[src/rtl/tile_router_v1_00_a_pkg.sv]
// Purpose     : shared constants, types and helpers for the tile router input port.
// Latency     : n/a (package only).
// Backpressure: n/a (package only).
// Contents    : PACKET_WIDTH / DEST_LSB defaults, drop counter type, dest field width helper.
package tile_router_v1_00_a_pkg;

  // Link beat width and position of the destination field inside it.
  localparam int PACKET_WIDTH = 32;
  localparam int DEST_LSB     = 24;

  typedef logic [15:0] drop_cnt_t;
  localparam drop_cnt_t DROP_CNT_MAX = 16'hFFFF;

  // Destination field width: clog2 of the client count, never narrower than one bit.
  function automatic int dest_width(input int num_clients);
    return (num_clients <= 2) ? 1 : $clog2(num_clients);
  endfunction

endpackage

[src/rtl/fifo_fwft_prog_full.sv]
// Purpose     : first-word-fall-through FIFO with a registered head stage and programmable full flag.
// Latency     : a word written at edge k is presented on o_rd_dat/o_rd_vld from edge k+1.
// Backpressure: o_wr_rdy is registered and drops on the edge of the write that fills the FIFO; 0 in reset.
// Ports       : clk, rst (async, active-high); i_wr_vld/i_wr_dat/o_wr_rdy write side;
//               o_rd_vld/o_rd_dat/i_rd_en read side (i_rd_en pops the head); o_prog_full.
module fifo_fwft_prog_full #(
  parameter int C_WIDTH     = 32,
  parameter int C_DEPTH     = 8,
  parameter int C_PROG_FULL = 6
) (
  input  logic               clk,
  input  logic               rst,
  input  logic               i_wr_vld,
  input  logic [C_WIDTH-1:0] i_wr_dat,
  output logic               o_wr_rdy,
  output logic               o_rd_vld,
  output logic [C_WIDTH-1:0] o_rd_dat,
  input  logic               i_rd_en,
  output logic               o_prog_full
);

  localparam int AW = (C_DEPTH > 2) ? $clog2(C_DEPTH) : 1;
  localparam int CW = $clog2(C_DEPTH + 1);

  logic [C_WIDTH-1:0] r_mem [C_DEPTH];
  logic [AW-1:0]      r_wr_ptr;
  logic [AW-1:0]      r_rd_ptr;
  logic [CW-1:0]      r_ring_cnt;
  logic               r_head_vld;
  logic [C_WIDTH-1:0] r_head_dat;
  logic               r_wr_rdy;
  logic               r_prog_full;

  logic               w_push;
  logic               w_pop;
  logic               w_head_load;
  logic               w_head_vld_nxt;
  logic [CW-1:0]      w_ring_cnt_nxt;
  logic [CW-1:0]      w_total_nxt;

  assign w_push = i_wr_vld & r_wr_rdy;
  assign w_pop  = i_rd_en & r_head_vld;
  // Writes always land in the ring; the head register refills from the ring
  // whenever it is empty or being popped, which keeps 1 word/cycle throughput.
  assign w_head_load = (~r_head_vld | w_pop) & (r_ring_cnt != '0);

  always_comb begin
    w_ring_cnt_nxt = r_ring_cnt;
    if (w_push && !w_head_load) begin
      w_ring_cnt_nxt = r_ring_cnt + CW'(1);
    end else if (!w_push && w_head_load) begin
      w_ring_cnt_nxt = r_ring_cnt - CW'(1);
    end
    w_head_vld_nxt = w_head_load | (r_head_vld & ~w_pop);
    // Occupancy counts the head register, so total capacity is C_DEPTH.
    w_total_nxt = w_ring_cnt_nxt + {{(CW-1){1'b0}}, w_head_vld_nxt};
  end

  always_ff @(posedge clk) begin
    if (w_push) begin
      r_mem[r_wr_ptr] <= i_wr_dat;
    end
  end

  always_ff @(posedge clk or posedge rst) begin
    if (rst) begin
      r_wr_ptr    <= '0;
      r_rd_ptr    <= '0;
      r_ring_cnt  <= '0;
      r_head_vld  <= 1'b0;
      r_head_dat  <= '0;
      r_wr_rdy    <= 1'b0;
      r_prog_full <= 1'b0;
    end else begin
      if (w_push) begin
        r_wr_ptr <= (r_wr_ptr == AW'(C_DEPTH - 1)) ? '0 : r_wr_ptr + AW'(1);
      end
      if (w_head_load) begin
        r_head_dat <= r_mem[r_rd_ptr];
        r_rd_ptr   <= (r_rd_ptr == AW'(C_DEPTH - 1)) ? '0 : r_rd_ptr + AW'(1);
      end
      r_head_vld  <= w_head_vld_nxt;
      r_ring_cnt  <= w_ring_cnt_nxt;
      r_wr_rdy    <= (w_total_nxt != CW'(C_DEPTH));
      r_prog_full <= (w_total_nxt >= CW'(C_PROG_FULL));
    end
  end

  assign o_wr_rdy    = r_wr_rdy;
  assign o_rd_vld    = r_head_vld;
  assign o_rd_dat    = r_head_dat;
  assign o_prog_full = r_prog_full;

endmodule

[src/rtl/tile_router_v1_00_a_client_slot.sv]
// Purpose     : one client holding register (valid + payload) with a load strobe.
// Latency     : loaded at the edge where i_load is high; o_vld from that edge.
// Backpressure: holds o_dat stable while o_vld & ~i_accept; caller loads only when free or draining.
// Ports       : clk, rst (async, active-high); i_load/i_load_dat fill side; i_accept/o_vld/o_dat client side.
module tile_router_v1_00_a_client_slot #(
  parameter int C_WIDTH = 32
) (
  input  logic               clk,
  input  logic               rst,
  input  logic               i_load,
  input  logic [C_WIDTH-1:0] i_load_dat,
  input  logic               i_accept,
  output logic               o_vld,
  output logic [C_WIDTH-1:0] o_dat
);

  logic               r_vld;
  logic [C_WIDTH-1:0] r_dat;

  // Load wins over drain so a slot can be emptied and refilled in one cycle.
  always_ff @(posedge clk or posedge rst) begin
    if (rst) begin
      r_vld <= 1'b0;
      r_dat <= '0;
    end else if (i_load) begin
      r_vld <= 1'b1;
      r_dat <= i_load_dat;
    end else if (r_vld && i_accept) begin
      r_vld <= 1'b0;
    end
  end

  assign o_vld = r_vld;
  assign o_dat = r_dat;

endmodule

[src/rtl/tile_router_v1_00_a_input_port.sv]
// Purpose     : router link receive port; buffers packets and demuxes them to local clients by dest field.
// Latency     : packet accepted at edge k is presented to its client from edge k+2 (empty FIFO, free slot).
// Backpressure: input_accept registered, low while FIFO full; a blocked head stalls all traffic behind it.
// Ports       : clk, rst (async, active-high); input_valid/input_accept/input_payload link side;
//               clientX_valid/clientX_accept/clientX_payload (client i at [i*W +: W]);
//               drop_pulse/drop_count report packets whose dest is not a client.
module tile_router_v1_00_a_input_port
  import tile_router_v1_00_a_pkg::*;
#(
  parameter int C_NUM_CLIENTS  = 8,
  parameter int C_PACKET_WIDTH = PACKET_WIDTH,
  parameter int C_DEST_LSB     = DEST_LSB,
  parameter int C_FIFO_DEPTH   = 8
) (
  input  logic                                clk,
  input  logic                                rst,
  input  logic                                input_valid,
  output logic                                input_accept,
  input  logic [C_PACKET_WIDTH-1:0]           input_payload,
  output logic [C_NUM_CLIENTS-1:0]            clientX_valid,
  input  logic [C_NUM_CLIENTS-1:0]            clientX_accept,
  output logic [C_PACKET_WIDTH*C_NUM_CLIENTS-1:0] clientX_payload,
  output logic                                drop_pulse,
  output logic [15:0]                         drop_count
);

  localparam int DW = dest_width(C_NUM_CLIENTS);

  logic                      w_head_vld;
  logic [C_PACKET_WIDTH-1:0] w_head_dat;
  logic [DW-1:0]             w_dest;
  logic                      w_dest_hit;
  logic                      w_dest_free;
  logic                      w_pop;
  logic                      w_drop;
  logic [C_NUM_CLIENTS-1:0]  w_slot_vld;
  logic [C_NUM_CLIENTS-1:0]  w_load;
  logic                      w_unused_prog_full;

  logic                      r_drop_pulse;
  drop_cnt_t                 r_drop_count;

  fifo_fwft_prog_full #(
    .C_WIDTH     (C_PACKET_WIDTH),
    .C_DEPTH     (C_FIFO_DEPTH),
    .C_PROG_FULL (C_FIFO_DEPTH - 1)
  ) u_fifo (
    .clk         (clk),
    .rst         (rst),
    .i_wr_vld    (input_valid),
    .i_wr_dat    (input_payload),
    .o_wr_rdy    (input_accept),
    .o_rd_vld    (w_head_vld),
    .o_rd_dat    (w_head_dat),
    .i_rd_en     (w_pop),
    .o_prog_full (w_unused_prog_full)
  );

  assign w_dest = w_head_dat[C_DEST_LSB +: DW];

  // Match the dest against real clients only, so codes >= C_NUM_CLIENTS
  // (possible when the count is not a power of two) come out as misses.
  always_comb begin
    w_dest_hit  = 1'b0;
    w_dest_free = 1'b0;
    for (int i = 0; i < C_NUM_CLIENTS; i++) begin
      if (w_dest == DW'(i)) begin
        w_dest_hit  = 1'b1;
        w_dest_free = ~w_slot_vld[i] | clientX_accept[i];
      end
    end
  end

  // Strict order: the head leaves only when its slot can take it or it is discarded.
  assign w_pop  = w_head_vld & (~w_dest_hit | w_dest_free);
  assign w_drop = w_head_vld & ~w_dest_hit;

  for (genvar g = 0; g < C_NUM_CLIENTS; g++) begin : g_slot
    assign w_load[g] = w_pop & w_dest_hit & (w_dest == DW'(g));

    tile_router_v1_00_a_client_slot #(
      .C_WIDTH (C_PACKET_WIDTH)
    ) u_slot (
      .clk        (clk),
      .rst        (rst),
      .i_load     (w_load[g]),
      .i_load_dat (w_head_dat),
      .i_accept   (clientX_accept[g]),
      .o_vld      (w_slot_vld[g]),
      .o_dat      (clientX_payload[g*C_PACKET_WIDTH +: C_PACKET_WIDTH])
    );
  end

  always_ff @(posedge clk or posedge rst) begin
    if (rst) begin
      r_drop_pulse <= 1'b0;
      r_drop_count <= '0;
    end else begin
      r_drop_pulse <= w_drop;
      if (w_drop && (r_drop_count != DROP_CNT_MAX)) begin
        r_drop_count <= r_drop_count + 16'd1;
      end
    end
  end

  assign clientX_valid = w_slot_vld;
  assign drop_pulse    = r_drop_pulse;
  assign drop_count    = r_drop_count;

endmodule
[config.mk]
export PLATFORM = sky130hd
export DESIGN_NAME = tile_router_v1_00_a_input_port
export DESIGN_NICKNAME = d
export VERILOG_FILES = /design/src/rtl/tile_router_v1_00_a_pkg.sv /design/src/rtl/fifo_fwft_prog_full.sv /design/src/rtl/tile_router_v1_00_a_client_slot.sv /design/src/rtl/tile_router_v1_00_a_input_port.sv
export SDC_FILE = /design/constraint.sdc
export NUM_CORES = 1
export LEC_CHECK = 0
export ABC_AREA = 1
export BUFFER_PORTS_ARGS = -buffer_cell sky130_fd_sc_hd__buf_4
export CAP_MARGIN = 20
export CORE_MARGIN = 2
export CORE_UTILIZATION = 55
export DETAILED_ROUTE_END_ITERATION = 7
export GPL_ROUTABILITY_DRIVEN = 0
export PLACE_DENSITY = 0.77
export SLEW_MARGIN = 25
export SYNTH_ARGS = -nofsm -noshare
export SYNTH_HDL_FRONTEND = slang
export SYNTH_SLANG_ARGS = --single-unit
[constraint.sdc]
create_clock -name clk -period 26.8 [get_ports clk]
set_input_delay 8.04 -clock clk [delete_from_list [all_inputs] [get_ports clk]]
set_output_delay 8.04 -clock clk [all_outputs]
set_load 0.005 [all_outputs]
==> out/metrics.json, run 1 <==
{
  "floorplan": {
    "dieArea_um2": 40520,
    "row_count": 72,
    "die_height_um": 201.3,
    "initial_core_util_pct": 55.53,
    "fp.dieW_um": 201.3,
    "pin_count": 325,
    "core-area_um2": 38560
  },
  "timing": {
    "skew_ps": 18.38,
    "worst-slew-pin-transition_ps": 1031,
    "final-hold-violation-count": 0,
    "timing_max_transition_violations_final": 0,
    "fmax_mhz": 100.7,
    "final_ws_setup_ps": 16870,
    "period_needed_ps": 9927,
    "finalSetupViolCount": 0,
    "grt_setup_unrepaired": "no",
    "max_slew_headroom_pct": 31.27,
    "setup_tns_ps": 0,
    "layout_worst_path_cycle_share_pct": 37.04
  },
  "finish": {
    "diodes": 0,
    "design.final.nets": 2105,
    "leading_cell_type_in_the_layout_fill_and_taps_excluded": "o21ai_0",
    "drive_above_1_share_pct": 21.20,
    "final-instance-count-excl-fill": 2617,
    "syn2layout_area_growth_pct": 21.52,
    "final_cell_mix": "403 x o21ai_0, 337 x buf_4, 324 x dfrtp_1"
  },
  "yosys": {
    "synth-main-ff-cell": "dfrtp_1",
    "syn-mean-instance-area_um2": 12.00,
    "area_share_of_the_largest_cell_type_after_synthesis_pct": 37.99,
    "syn-instance-count": 1784,
    "yosys_register_bits": 581,
    "synth-async-reset-ratio_pct": 55.94,
    "yosys_warnings": 0,
    "netlist-cell-type-count": 27,
    "synth-edff-count": 256,
    "syn-cell-area_um2": 21410,
    "synthesized_nets": 1835,
    "synth.area.top_cells": "dfrtp_1 38%, edfxtp_1 36%, o21ai_0 9.4%",
    "synth.yosys.seq_area_share_pct": 73.89,
    "synth_top_area_cell": "dfrtp_1"
  },
  "detailed_routing": {
    "routed_via_density": 5.705,
    "met1_length_um": 22360,
    "wl_per_cell_um": 20.75,
    "routed_wl_um": 54300,
    "drt_pass1_iterations": 5,
    "remaining_drc_errors": 0,
    "antenna_left": 0,
    "detailroute.via_count": 14930,
    "initialDrtViolationCount": 1197,
    "met2RoutedLength_um": 25610,
    "route.top_layer_used": "met5",
    "wl_met3_um": 4742
  },
  "clock_network": {
    "cts-htree-levels": 2,
    "clk-insertion-delay-late_ps": 610,
    "tritoncts.num_buffers": 57,
    "post_cts_resized": 0,
    "cts-root-buf": "clkbuf_16",
    "number_of_buffers_inserted_by_hold_repair_at_cts": 0,
    "setup_fix_buffers_added_after_clock_tree_synthesis": 0,
    "cts_tree": "built",
    "clk_path_buf_depth": 3,
    "numClockSinks": 581,
    "path_clk_slew_ps": 60
  },
  "worst_setup_path": {
    "critPathKind": "input port to flop",
    "element_type_at_the_critical_path_start": "input port",
    "timing.critical_path.slowest_cell_delay_ps": 720,
    "cp.arrival_ps": 10430,
    "path_cells": "buf_4 > inv_1 > nand2_1 > nand3_1 > nand2_1 > nor2_1 > nand4_1 > nand2_1 > a21boi_2 > nand3_4 > o21ai_0",
    "worstPathBufferInverterCount": 2,
    "crit_path_max_fanout": 62,
    "setup.worst_path.end_class": "flop",
    "cp_common_cell": "nand2_1",
    "slowest_stage_cell_crit_path": "nand3_4",
    "cpLargestDelayFamily": "simple AND/OR/NAND/NOR gates",
    "crit_required_ps": 27300
  },
  "status": {
    "status": "finished clean"
  },
  "global_routing": {
    "antenna_found_initial": 3,
    "grt_overflow_total": 0,
    "vias_in_the_first_global_route": 14090,
    "grt_use_total_pct": 26.56,
    "grt_start_max_net_pins": 191,
    "wire_length_of_the_first_global_routing_pass_um": 83080
  },
  "power": {
    "power.static_leakage_nw": 11.29,
    "peakVddDrop_mv": 0.05710,
    "fin_total_pwr_mw": 3.275,
    "pwr_density_cell_nw_per_um2": 125.9
  },
  "placement": {
    "dp_hpwl_um": 32880,
    "placedCellCount": 2512,
    "pre_cts_slack_ps": 15920,
    "port-buffer-count": 324
  },
  "flow_run": {
    "timing.max_cap.violations": 0
  },
  "min_path": {
    "hold_path_class": "flop to flop"
  }
}
routing by layer:
metal | vias up | track usage [%]
met5 | - | 0
met4 | 4 | 8.430
met3 | 102 | 6.252
met2 | 684 | 42.26
met1 | 7412 | 36.73
li1 | 6729 | -
Yosys cell counts (all sizes together), types with 3 or more instances:
| cell | number |
|---|---|
| nand2 | 293 |
| a21oi | 3 |
| o221ai | 32 |
| ha | 8 |
| o22ai | 33 |
| edfxtp | 256 |
| nand3 | 20 |
| xor2 | 5 |
| clkbuf | 113 |
| nand4 | 5 |
| buf | 16 |
| nor2 | 149 |
| inv | 82 |
| o21ai | 403 |
| dfrtp | 325 |
| nor3 | 4 |
| o211ai | 32 |
report_power, final:
part           internal [mW]  switching, mW  leakage, nW
combinational          0.425          0.770         4.02
sequential              1.19          0.123         6.39
clock                  0.444          0.324        0.875
final cells by class:
cell class | instances | area, µm²
inverters | 83 | 321.6
flip-flops and latches | 581 | 15820
clock inverters | 18 | 145.1
repair buffers | 340 | 2589
well taps | 518 | 648.1
multi-input cells | 991 | 4836
clock buffers | 86 | 1658
fillers | 2710 | 12540
sequential cells by signal, indices dropped and copies added, names as in the netlist:
signal / count
drop_pulse: 1
u_fifo.r_ring_cnt: 4
u_fifo.o_rd_vld: 1
g_slot.u_slot.o_vld: 8
drop_count: 16
u_fifo.r_wr_ptr: 3
u_fifo.r_rd_ptr: 3
u_fifo.o_wr_rdy: 1
u_fifo.o_rd_dat: 32
u_fifo.r_mem: 256
g_slot.u_slot.o_dat: 256
cell families after synthesis:
group	count (synthesis)	share of synthesized area, %
simple gates	472	8.585
flops	581	73.89
xor+xnor	5	0.2045
other cells	1	0.01751
fa+ha+maj	8	0.4675
buf+inv	212	3.880
compound gates	505	12.96
path summary, 6_finish.rpt:
kind,startpoint,to,slack [ps],depth (start not counted)
max in group asynchronous,rst,u_fifo.o_rd_dat[18]$_DFFE_PP0P_,17670,4
worst max register to register,u_fifo.o_rd_dat[26]$_DFFE_PP0P_,g_slot[1].u_slot.o_dat[17]$_DFFE_PP0P_,23470,8
worst min register to register,drop_count[15]$_DFFE_PP0P_,drop_count[15]$_DFFE_PP0P_,380,0
worst min-delay path,drop_count[15]$_DFFE_PP0P_,drop_count[15]$_DFFE_PP0P_,380,0
worst max-delay path,clientX_accept[1],g_slot[1].u_slot.o_dat[17]$_DFFE_PP0P_,16870,11
min in group asynchronous,rst,drop_count[11]$_DFFE_PP0P_,7620,2
worst reg2reg max path: stages (launching register included):
cell and delay, ps:
dfrtp_1 450, inv_2 160, nor3_1 380, o21ai_0 170
nand4_1 120, nand2_1 80, a21boi_2 690, nand3_4 720
o21ai_0 450
per-stage QoR:
stage               hold WS (ps)  area [µm²]  util [%]
CTS                        379.0       25940     67.28
detailed placement         366.4       24140     62.60
finish                     376.5       26020     67.48
floorplan                  452.1       21410         -
global route               383.2       26020     67.48
global placement           365.7       24140     62.60
Note: power is estimated with default switching activity, not from simulation.
==> inputs of run 2 (changes only) <==
CORE_UTILIZATION = 51   (was 55)
PLACE_DENSITY = 0.76   (was 0.77)
clock period = 8.94 ns   (was 26.8 ns; I/O delays follow)
==> run 2 against run 1 <==
Compared with the run above:
- clock power grew to 2.9 times the previous value
- power grew to 3.0 times the previous value
- critical path depth grew 2
- hold slack is essentially flat
- largest power group unchanged
==> out/metrics.json, run 2 (synthesized netlist as in run 1, its figures left out) <==
{
  "finish": {
    "syn2layout_area_growth_pct": 21.31,
    "drive_above_1_share": {"value": 21.71, "unit": "%", "change": "+0.51 points"},
    "final_cell_mix": "403 x o21ai_0, 341 x buf_4, 324 x dfrtp_1",
    "final-instance-count-excl-fill": {"value": 2641, "change": "+0.92%"},
    "final_design_area_no_fill": {"value": 25970, "unit": "µm²", "change": "-0.18%"},
    "design.final.nets": {"value": 2106, "change": "+0.048%"},
    "leading_cell_type_in_the_layout_fill_and_taps_excluded": "o21ai_0"
  },
  "timing": {
    "grt_setup_unrepaired": "no",
    "worst-slew-pin-transition": {"value": 1012, "unit": "ps", "change": "-19.11 ps"},
    "fmax_mhz": 199.8,
    "timing_max_transition_violations_final": {"value": 0, "change": "unchanged"},
    "max_slew_headroom": {"value": 32.48, "unit": "%", "change": "+1.2 points"},
    "period_needed_ps": 5004,
    "final-hold-violation-count": {"value": 0, "change": "unchanged"},
    "finalSetupViolCount": {"value": 0, "change": "unchanged"},
    "layout_worst_path_cycle_share_pct": 55.97,
    "skew": {"value": 9.750, "unit": "ps", "change": "-8.626 ps"},
    "setup_tns": {"value": 0, "unit": "ps", "change": "unchanged"}
  },
  "worst_setup_path": {
    "critPathKind": "input port to flop",
    "r2r_end": "g_slot[2].u_slot.o_dat[2]$_DFFE_PP0P_",
    "crit_path_max_fanout": {"value": 32, "change": "-48%"},
    "startpoint": "clientX_accept[1]",
    "slowest_stage_cell_crit_path": "nand4_2",
    "critical_path_endpoint": "g_slot[2].u_slot.o_dat[2]$_DFFE_PP0P_",
    "crit_required": {"value": 9400, "unit": "ps", "change": "-17900 ps"},
    "cp_num_cells": {"value": 13, "change": "+2"},
    "cp_common_cell": "nand2_1",
    "worstPathBufferInverterCount": {"value": 3, "change": "+1"},
    "element_type_at_the_critical_path_start": "input port",
    "cpLargestDelayFamily": "simple AND/OR/NAND/NOR gates",
    "timing.rr.start": "u_fifo.o_rd_dat[26]$_DFFE_PP0P_",
    "timing.critical_path.slowest_cell_delay": {"value": 790, "unit": "ps", "change": "+70 ps"},
    "setup.worst_path.end_class": "flop",
    "cp.arrival": {"value": 5470, "unit": "ps", "change": "-4960 ps"},
    "r2r.worst_path.cells": {"value": 10, "change": "+2"},
    "r2r_setup_slack": {"value": 5210, "unit": "ps", "change": "-18260 ps"},
    "path_cells": "buf_4 > inv_1 > nand2_1 > nand3_1 > nand2_1 > nor2_1 > nand4_1 > nand2_1 > a21boi_2 > nand4_2 > buf_4 > nand2_1 > o21ai_0"
  },
  "clock_network": {
    "number_of_buffers_inserted_by_hold_repair_at_cts": {"value": 0, "change": "unchanged"},
    "numClockSinks": {"value": 581, "change": "unchanged"},
    "tritoncts.num_buffers": {"value": 55, "change": "-3.5%"},
    "cts-htree-levels": {"value": 2, "change": "unchanged"},
    "path_clk_slew": {"value": 60, "unit": "ps", "change": "about the same"},
    "post_cts_resized": {"value": 0, "change": "unchanged"},
    "cts-root-buf": "clkbuf_16",
    "setup_fix_buffers_added_after_clock_tree_synthesis": {"value": 0, "change": "unchanged"},
    "clk-insertion-delay-late": {"value": 600, "unit": "ps", "change": "about the same"},
    "cts_tree": "built",
    "clk_path_buf_depth": {"value": 3, "change": "unchanged"}
  },
  "power": {
    "pwr_density_cell": {"value": 374.0, "unit": "nW/µm²", "change": "+200%"},
    "peakVddDrop": {"value": 0.2634, "unit": "mV", "change": "+360%"},
    "power.static_leakage": {"value": 11.27, "unit": "nW", "change": "-0.16%"}
  },
  "detailed_routing": {
    "wl_per_cell": {"value": 20.54, "unit": "µm", "change": "-1.0%"},
    "routed_via_density": {"value": 5.524, "change": "-3.2%"},
    "routed_wl": {"value": 54230, "unit": "µm", "change": "-0.12%"},
    "wl_met3": {"value": 5009, "unit": "µm", "change": "+5.6%"},
    "initialDrtViolationCount": {"value": 1868, "change": "+56%"},
    "met2RoutedLength": {"value": 25470, "unit": "µm", "change": "-0.55%"},
    "detailroute.via_count": {"value": 14590, "change": "-2.3%"},
    "route.top_layer_used": "met5",
    "met1_length": {"value": 22260, "unit": "µm", "change": "-0.42%"},
    "drt_pass1_iterations": {"value": 6, "change": "+1"},
    "antenna_left": {"value": 0, "change": "unchanged"},
    "remaining_drc_errors": {"value": 0, "change": "unchanged"}
  },
  "floorplan": {
    "core-area": {"value": 41670, "unit": "µm²", "change": "+8.1%"},
    "pin_count": {"value": 325, "change": "unchanged"},
    "row_count": {"value": 75, "change": "+4.2%"},
    "dieArea": {"value": 43640, "unit": "µm²", "change": "+7.7%"},
    "die_height": {"value": 208.9, "unit": "µm", "change": "+3.8%"},
    "initial_core_util": {"value": 51.39, "unit": "%", "change": "-4.1 points"},
    "fp.dieW": {"value": 208.9, "unit": "µm", "change": "+3.8%"}
  },
  "placement": {
    "post_dp_cell_area": {"value": 24200, "unit": "µm²", "change": "+0.25%"},
    "port-buffer-count": {"value": 324, "change": "unchanged"},
    "dp_hpwl": {"value": 33700, "unit": "µm", "change": "+2.5%"},
    "placedCellCount": {"value": 2536, "change": "+0.96%"}
  },
  "global_routing": {
    "wire_length_of_the_first_global_routing_pass": {"value": 82690, "unit": "µm", "change": "-0.47%"},
    "grt_start_max_net_pins": {"value": 184, "change": "-3.7%"},
    "antenna_found_initial": {"value": 5, "change": "+2"},
    "vias_in_the_first_global_route": {"value": 14020, "change": "-0.50%"},
    "grt_use_total": {"value": 24.63, "unit": "%", "change": "-1.9 points"},
    "grt_overflow_total": {"value": 0, "change": "unchanged"}
  },
  "status": {
    "status": "finished clean"
  },
  "min_path": {
    "hold_path_class": "flop to flop",
    "holdPathStages": {"value": 0, "change": "unchanged"},
    "hold_path_startpoint": "drop_count[1]$_DFFE_PP0P_"
  },
  "flow_run": {
    "timing.max_cap.violations": {"value": 0, "change": "unchanged"}
  }
}
==> run 2: changes by cell type in the layout (fill, tap and decap cells not counted), moves of 2 or more <==
cell       previous run  this run
buf_4               337       341
inv_6                 1         4
clkinv_4              0         2
clkbuf_16            59        55
diode_2               0         2
clkinv_2              7        16
clkbuf_1             19        10
==> run 2: stage by stage <==
stage	worst slack [ps]	power [mW]	hold slack, ps	utilization, %
4_1_cts	3684	9.727	380.1	62.18
3_3_place_gp	3456	7.353	366.5	58.04
3_5_place_dp	3070	7.514	366.4	58.08
2_1_floorplan	1921	5.832	452.1	-
5_1_grt	3670	10.31	385.2	62.32
6_report	3936	9.714	376.7	62.34
==> run 2: worst register-to-register path, stage by stage (launching register included) <==
cell and delay, ps:
dfrtp_1 450, inv_2 160, nor3_1 370, o21ai_0 200, nand4_1 130, nand2_1 80
a21boi_2 690, nand4_2 790, buf_4 500, nand2_1 110, o21ai_0 100
==> run 2: worst min-delay path by stage <==
stage | end
detailed placement | drop_count[15]$_DFFE_PP0P_
global route | drop_count[15]$_DFFE_PP0P_
global placement | drop_count[12]$_DFFE_PP0P_
floorplan | drop_count[0]$_DFFE_PP0P_
finish | drop_count[1]$_DFFE_PP0P_
CTS | drop_count[15]$_DFFE_PP0P_
==> run 2: where the power goes <==
| part | internal [mW] | switching, mW | leakage [nW] |
|---|---|---|---|
| Clock | 1.22 | 0.986 | 0.850 |
| Sequential | 3.56 | 0.354 | 6.39 |
| Combinational | 1.28 | 2.31 | 4.03 |
| Total | 6.06 | 3.65 | 11.3 |
==> run 2: layout make-up <==
class / instances / area [µm²]
diodes: 2 / 5.005
flip-flops and latches: 581 / 15820
clock inverters: 30 / 200.2
well taps: 539 / 674.4
multi-input cells: 991 / 4836
clock buffers: 72 / 1510
fillers: 3083 / 15690
inverters: 83 / 317.8
repair buffers: 343 / 2608
==> run 2: metal layers <==
metal | vias up | track usage (%)
met1 | 7132 | 32.95
li1 | 6717 | -
met2 | 622 | 38.99
met4 | 6 | 8.153
met3 | 111 | 7.274
met5 | - | 0
